===== src/rtl/mips_exec_ctrl.sv =====
// mips_exec_ctrl: run/step/breakpoint controller for a single-cycle MIPS datapath.
//
// Ports:
//   clk, reset_n        system clock, async active-low reset
//   step_btn, run_btn   raw board buttons (async, active-high)
//   bp_en, bp_addr, pc  PC breakpoint enable, breakpoint address, current PC
//   cpu_en              datapath clock-enable; one instruction retires per high cycle
//   halted              1 whenever state != RUN
//   state               HALT=0, STEP=1, RUN=2, BRK=3
//   bp_hit              sticky: execution stopped on the breakpoint
//   instr_count         retired-instruction count (wraps)
//
// mips_btn_cond (per button): 2-FF synchronizer -> debounce -> 1-cycle press pulse.
//   clk_i, rst_ni, btn_i (raw), press_o (registered press pulse)

module mips_btn_cond #(
  parameter int DEBOUNCE_CYCLES = 4
) (
  input  logic clk_i,
  input  logic rst_ni,
  input  logic btn_i,
  output logic press_o
);
  localparam int CW = (DEBOUNCE_CYCLES > 1) ? $clog2(DEBOUNCE_CYCLES) : 1;

  logic          sync1_q, sync2_q, db_q, db_prev_q, press_q;
  logic [CW-1:0] cnt_q;

  // cnt_q counts consecutive cycles the synced value has disagreed with the
  // debounced level; any agreement reloads it, so glitches never accumulate.
  always_ff @(posedge clk_i or negedge rst_ni) begin
    if (!rst_ni) begin
      sync1_q   <= 1'b0;
      sync2_q   <= 1'b0;
      db_q      <= 1'b0;
      db_prev_q <= 1'b0;
      press_q   <= 1'b0;
      cnt_q     <= '0;
    end else begin
      sync1_q   <= btn_i;
      sync2_q   <= sync1_q;
      db_prev_q <= db_q;
      press_q   <= db_q & ~db_prev_q;
      if (sync2_q != db_q) begin
        if (cnt_q == CW'(DEBOUNCE_CYCLES - 1)) begin
          db_q  <= sync2_q;
          cnt_q <= '0;
        end else begin
          cnt_q <= cnt_q + CW'(1);
        end
      end else begin
        cnt_q <= '0;
      end
    end
  end

  assign press_o = press_q;
endmodule

module mips_exec_ctrl #(
  parameter int DEBOUNCE_CYCLES = 4,
  parameter int PC_W            = 32,
  parameter int CNT_W           = 32
) (
  input  logic             clk,
  input  logic             reset_n,
  input  logic             step_btn,
  input  logic             run_btn,
  input  logic             bp_en,
  input  logic [PC_W-1:0]  bp_addr,
  input  logic [PC_W-1:0]  pc,
  output logic             cpu_en,
  output logic             halted,
  output logic [1:0]       state,
  output logic             bp_hit,
  output logic [CNT_W-1:0] instr_count
);
  localparam int NUM_BTN = 2;  // [0]=step, [1]=run

  typedef enum logic [1:0] {
    S_HALT = 2'd0,
    S_STEP = 2'd1,
    S_RUN  = 2'd2,
    S_BRK  = 2'd3
  } state_e;

  logic [NUM_BTN-1:0] btn_raw, btn_press;
  logic               step_press, run_press;

  assign btn_raw = {run_btn, step_btn};

  generate
    for (genvar g = 0; g < NUM_BTN; g++) begin : g_btn
      mips_btn_cond #(.DEBOUNCE_CYCLES(DEBOUNCE_CYCLES)) u_cond (
        .clk_i   (clk),
        .rst_ni  (reset_n),
        .btn_i   (btn_raw[g]),
        .press_o (btn_press[g])
      );
    end
  endgenerate

  assign step_press = btn_press[0];
  assign run_press  = btn_press[1];

  state_e           state_q, state_d;
  logic             bp_hit_q, bp_hit_d;
  logic             first_q, first_d;
  logic [CNT_W-1:0] cnt_q;
  logic             bp_match, bp_stop;

  assign bp_match = bp_en && (pc == bp_addr);
  // first_q masks the breakpoint on the cycle RUN is entered, so resuming
  // from BRK retires the instruction sitting at bp_addr instead of re-trapping.
  assign bp_stop  = bp_match && !first_q;

  // State register
  always_ff @(posedge clk or negedge reset_n) begin
    if (!reset_n) begin
      state_q  <= S_HALT;
      bp_hit_q <= 1'b0;
      first_q  <= 1'b0;
    end else begin
      state_q  <= state_d;
      bp_hit_q <= bp_hit_d;
      first_q  <= first_d;
    end
  end

  // Next state: run press always outranks step press.
  always_comb begin
    state_d  = state_q;
    bp_hit_d = bp_hit_q;
    case (state_q)
      S_HALT: begin
        if (run_press)       state_d = S_RUN;
        else if (step_press) state_d = S_STEP;
      end
      S_STEP: state_d = S_HALT;
      S_RUN: begin
        if (run_press) begin
          state_d = S_HALT;
        end else if (bp_stop) begin
          state_d  = S_BRK;
          bp_hit_d = 1'b1;
        end
      end
      S_BRK: begin
        if (run_press) begin
          state_d  = S_RUN;
          bp_hit_d = 1'b0;
        end else if (step_press) begin
          state_d  = S_STEP;
          bp_hit_d = 1'b0;
        end
      end
      default: state_d = S_HALT;
    endcase
    first_d = (state_d == S_RUN) && (state_q != S_RUN);
  end

  // Outputs: cpu_en is combinational so reset removes it without waiting for an edge.
  always_comb begin
    cpu_en = 1'b0;
    case (state_q)
      S_STEP:  cpu_en = 1'b1;
      S_RUN:   cpu_en = !bp_stop && !run_press;
      default: cpu_en = 1'b0;
    endcase
    halted = (state_q != S_RUN);
  end

  always_ff @(posedge clk or negedge reset_n) begin
    if (!reset_n)    cnt_q <= '0;
    else if (cpu_en) cnt_q <= cnt_q + CNT_W'(1);
  end

  assign state       = state_q;
  assign bp_hit      = bp_hit_q;
  assign instr_count = cnt_q;
endmodule


===== config.mk =====
export PLATFORM = sky130hd
export DESIGN_NAME = mips_exec_ctrl
export DESIGN_NICKNAME = d
export VERILOG_FILES = /design/src/rtl/mips_exec_ctrl.sv
export SDC_FILE = /design/constraint.sdc
export NUM_CORES = 1
export LEC_CHECK = 0
export BUFFER_PORTS_ARGS = -buffer_cell sky130_fd_sc_hd__buf_2
export CAP_MARGIN = 20
export CORE_MARGIN = 2
export CORE_UTILIZATION = 49
export DETAILED_ROUTE_END_ITERATION = 10
export HOLD_SLACK_MARGIN = 0.03
export PLACE_DENSITY = 0.83
export SLEW_MARGIN = 20
export SYNTH_ARGS = -nofsm -noshare
export SYNTH_HDL_FRONTEND = slang
export SYNTH_SLANG_ARGS = --single-unit

===== constraint.sdc =====
create_clock -name clk -period 3.12 [get_ports clk]
set_clock_uncertainty 0.15 [all_clocks]
set_input_delay 0.468 -clock clk [delete_from_list [all_inputs] [get_ports clk]]
set_output_delay 0.468 -clock clk [all_outputs]
set_load 0.05 [all_outputs]

# After elaboration in Yosys (flattened, before gate mapping)
# Index checks and enable logic that the tools add are counted.
# totals
reg_bits	50
latch_bits	0
mem_bits_rw	0
romBits	0
in_bits	69
out_inout_bits	37
word_cells	64
memories	0
# classes
add_sub_neg	3
mul	0
div_mod_pow	0
magnitude_cmp	0
n_eq_ne	13
shift	0
muxes	15
n_bitwise	4
reduce_logical	13
# op_table
cell	n
$add 32x1->32 const B	1
$eq 32x32->1	1
$mux 2	8
$eq 2x2->1 const B	5
$ne 2x2->1 const B	3
$pmux 2 s3	1
$add 2x1->2 const B	2
$logic_and 1x1->1	4
$mux 1	4
$pmux 1 s2	2
$reduce_and 2->1	2
$reduce_and 4->1	1
$logic_not 1->1	3
$ne 3x1->1 const B	1
$and 1x1->1	2
$eq 2x1->1 const B	1
$logic_not 2->1	1
$ne 1x1->1	2
$not 1->1	2
$reduce_bool 2->1	1
$reduce_or 2->1	1

# Longest topological paths before layout
# depth
depth_word	8
depth_mapped	9
mapped_depth_nobuf	8

# Modules after synthesis
# A second synthesis with hierarchy kept.
# unflattened
cells_unflattened	250
hier_area_um2	2656.3
# modules_own_cells
module	instances	cells_each	area_per_inst_um2	seq_area_each_um2
mips_exec_ctrl	1	224	2195.9	900.9
mips_btn_cond	2	13	230.2	175.2

# Least setup slack after synthesis
# Ideal clock, no wire load.
# synth_path
kind	register -> output
startpoint	reg state_q[1] (netlist: state[1])
endpoint	out cpu_en
arrival_ns	2.000
t_required_ns	2.502
setup_slack_ns	0.502
stages_incl_launch_ff	7
n_path_buf	0
path_cell_list	dfrtp_1 > ha_1 > nor2b_1 > nor2_1 > nor2_1 > nand2_1 > inv_1
# synth_between
elab_chain_cells	2
elab_cells_between_ends	3
classes_between	eq/ne (2); mux (1)
# synth_rtl
item	line_no	source
from (decl)	106	state_e state_q, state_d;
from (signal assigned)	124	state_q <= state_d;
$eq 2x2->1 or $eq 2x1->1 (tied branches)	165	case (state_q)
$pmux 1 s2 *	165	
to (decl)	72	output logic cpu_en,
# Every way passes the cells marked *; elsewhere a longest branch is shown, timed or not.

# Final worst setup path
# layout_path
startpoint	in bp_addr[3]
endpoint	out cpu_en
# layout_between
elab_chain_cells	6
# layout_rtl
item	line_no	source
from (decl)	70	input logic [PC_W-1:0] bp_addr,
$eq 32x32->1	112	assign bp_match = bp_en && (pc == bp_addr);
$logic_and 1x1->1	112	
$logic_and 1x1->1	115	assign bp_stop = bp_match && !first_q;
$logic_not 1->1	167	S_RUN: cpu_en = !bp_stop && !run_press;
$logic_and 1x1->1	167	
$pmux 1 s2	165	
# Every way passes these cells.

==> out/qor.txt <==
Status = completed
Min cycle time layout = 2870 ps
Ant diodes = 0
CTS tree = yes
Crit end category = primary output
Post-synthesis instance total = 259
Number of global-route vias before repair = 2188
Cts-stage hold buffer count = 1
Commonest non-fill, non-tap cell in the layout = buf_2
Max clock buf depth = 2
Pwr dens = 556.8 nW/um2
Pin count of the biggest net entering global routing = 31
Core Box Area = 5439 um2
GRT overflow = 0
Post-Syn Area = 2740 um2
Clk sinks = 50
Total CTS buffers = 5
Postcts setup bufs = 0
Root Driver = clkbuf_8
Finished Layout Cells = 444
Period utilization = 0.9198
Final Hold Fails = 0
Wire per inst = 14.00 um
Reported net switching power = 708.8 uW
TNS Setup = 0 ps
Number of I/O port buffers = 105
DRT antenna net count = 0
Unrepaired setup endpoints after global routing = false
Die span in x = 78.78 um
DR vias/cell = 5.320
Seq pwr share = 0.438
Clk Latency, worst-skew pair = 310 ps
I/O pin count = 106
Min-delay worst type = in -> reg
Power share of the combinational group = 0.327
DRC = 0
Area Overhead vs Synth = 26.48%
Dpl hpwl = 4687 um
Die H = 78.78 um
Via count = 2362
Final wirelength = 6214 um
Nets@finish = 446
Fillers = 467
Sw Ratio = 0.3673
Peak supply drop = 0.5901 mV
Initial Utilization = 0.5038
DR pass1 iterations = 4
Placed inst area = 3346 um2
Max-slew violations = 0
First-pass GRT wire length = 9991 um
Max-Cap Viols = 0
CTS clock-pin slew for the worst setup and hold paths = 90 ps
Die area = 6206 um2
Final instance area = 3466 um2
Dpl cells = 435
Internal cell power = 1221 uW
Startpoint Class = input port
Slew HR = 0.5902
Post-synthesis sequential area ratio = 0.4566
Syn avg cell area = 10.58 um2
Gr usage total = 0.2064
CP Class = in -> out
Slew at the pin closest to its max-slew limit = 606.1 ps
Final setup viols = 0
Synth warnings = 0
Seq cells post-synth = 50
Rows = 27
Initial antenna violation count = 0
Leakage = 0.001680 uW
Final Wtd Congestion = 0.8717
Mapped Nets = 334
Crit path max fanout = 3
CP Data Required Time = 2500 ps
Crit path arrival time = 2250 ps
Tot Pwr = 1930 uW
CTS resizes = 0
Achievable Freq = 0.3485 GHz
Clock network power share = 0.235
Drt first-iter violations = 107
Most frequent cells in the layout = 105 x buf_2, 50 x dfrtp_1, 33 x xnor2_1
CTS H-tree depth = 2
Layout cells sized above 1 = 0.3602
Netlist cell types = 32
==> power groups by stage <==
| stage | registers (uW) | clock network [uW] | logic, uW |
|---|---|---|---|
| 2_1_floorplan | 956 | 0 | 331 |
| 3_3_place_gp | 848 | 0 | 619 |
| 3_5_place_dp | 856 | 0 | 632 |
| 4_1_cts | 845 | 465 | 637 |
| 5_1_grt | 858 | 500 | 689 |
| 6_report | 845 | 454 | 630 |
==> metrics by stage <==
stage                     hold WS, ps  setup slack, ps  utilization
final                           117.4            250.4       0.6372
after global routing            93.60            114.3       0.6372
after CTS                       107.4            204.2       0.6372
after detailed placement        185.5            224.4       0.6151
after global placement          182.6            255.7       0.6151
after floorplan                 22.41            502.3            -
==> synthesized netlist by cell type <==
library cell	number	area [um2]
dfrtp_1	50	1251
xnor2_1	33	289.0
xor2_1	32	280.3
nand4_1	16	100.1
nand3_1	15	75.07
and3_1	14	87.58
nor2_1	12	45.04
nand2_1	11	41.29
nor3_1	9	45.04
nor4_1	9	56.30
nand3_2	8	80.08
inv_1	7	26.28
a21oi_1	6	30.03
ha_1	6	75.07
nor2b_1	5	31.28
buf_6	3	33.78
nor4_2	3	37.54
buf_2	2	10.01
mux2_2	2	22.52
nor3b_1	2	15.01
o21ai_0	2	10.01
or2_2	2	12.51
and2_1	1	6.260
clkbuf_1	1	3.750
mux2_1	1	11.26
nand4_2	1	12.51
nand4b_1	1	8.760
nor3_2	1	10.01
nor4b_1	1	8.760
o211ai_1	1	7.510
o2bb2ai_1	1	8.760
or4_1	1	7.510
==> cell type report <==
type	count	area (um2)	share of cell area
Multi-Input combinational cell	196	1415	0.4083
Sequential cell	50	1251	0.3610
Timing Repair Buffer	111	573.1	0.1653
Tap cell	72	90.09	0.02599
Clock buffer	6	72.57	0.02094
Clock inverter	2	37.54	0.01083
Inverter	7	26.28	0.007581
==> registers in the layout, summed over array words and instances (netlist names) <==
signal and cells:
first_q 1, g_btn.u_cond.cnt_q 4, state 2, g_btn.u_cond.sync2_q 2, g_btn.u_cond.press_o 2, instr_count 32
g_btn.u_cond.db_q 2, g_btn.u_cond.sync1_q 2, g_btn.u_cond.db_prev_q 2, bp_hit 1
==> final timing paths <==
kind,depth (start not counted),end,slack [ps],startpoint
max,8,cpu_en,250,bp_addr[3]
min in group asynchronous,2,instr_count[28],490,reset_n
min,1,g_btn[1].u_cond.sync1_q,120,run_btn
max reg2reg,8,instr_count[28],770,state[0]
min reg2reg,0,g_btn[0].u_cond.sync2_q,210,g_btn[0].u_cond.sync1_q
max in group asynchronous,3,g_btn[0].u_cond.press_o,1700,reset_n
==> routing by layer <==
layer	wire, um	vias up	global-route usage
met5	0	-	0
met4	91	0	0.07368
met3	555	8	0.04886
met2	3045	114	0.3581
met1	2521	1107	0.2507
li1	-	1133	-
==> logic make-up (layout without fill, tap and decap cells) <==
group | Yosys count | in the layout | synth area share
flops | 50 | 50 | 0.4566
mux | 3 | 3 | 0.01233
simple gates | 112 | 112 | 0.2484
compound gates | 10 | 10 | 0.02055
xor+xnor | 65 | 65 | 0.2078
fa+ha+maj | 6 | 6 | 0.02740
buf+inv | 13 | 126 | 0.02694
==> critical path, cell delays in order <==
cell,delay (ps)
buf_2,100
xor2_1,160
nor4_2,380
nand4_1,140
or4_1,570
nand2_1,170
inv_1,50
buf_2,200
No activity file was read; power rests on OpenSTA's default activity.
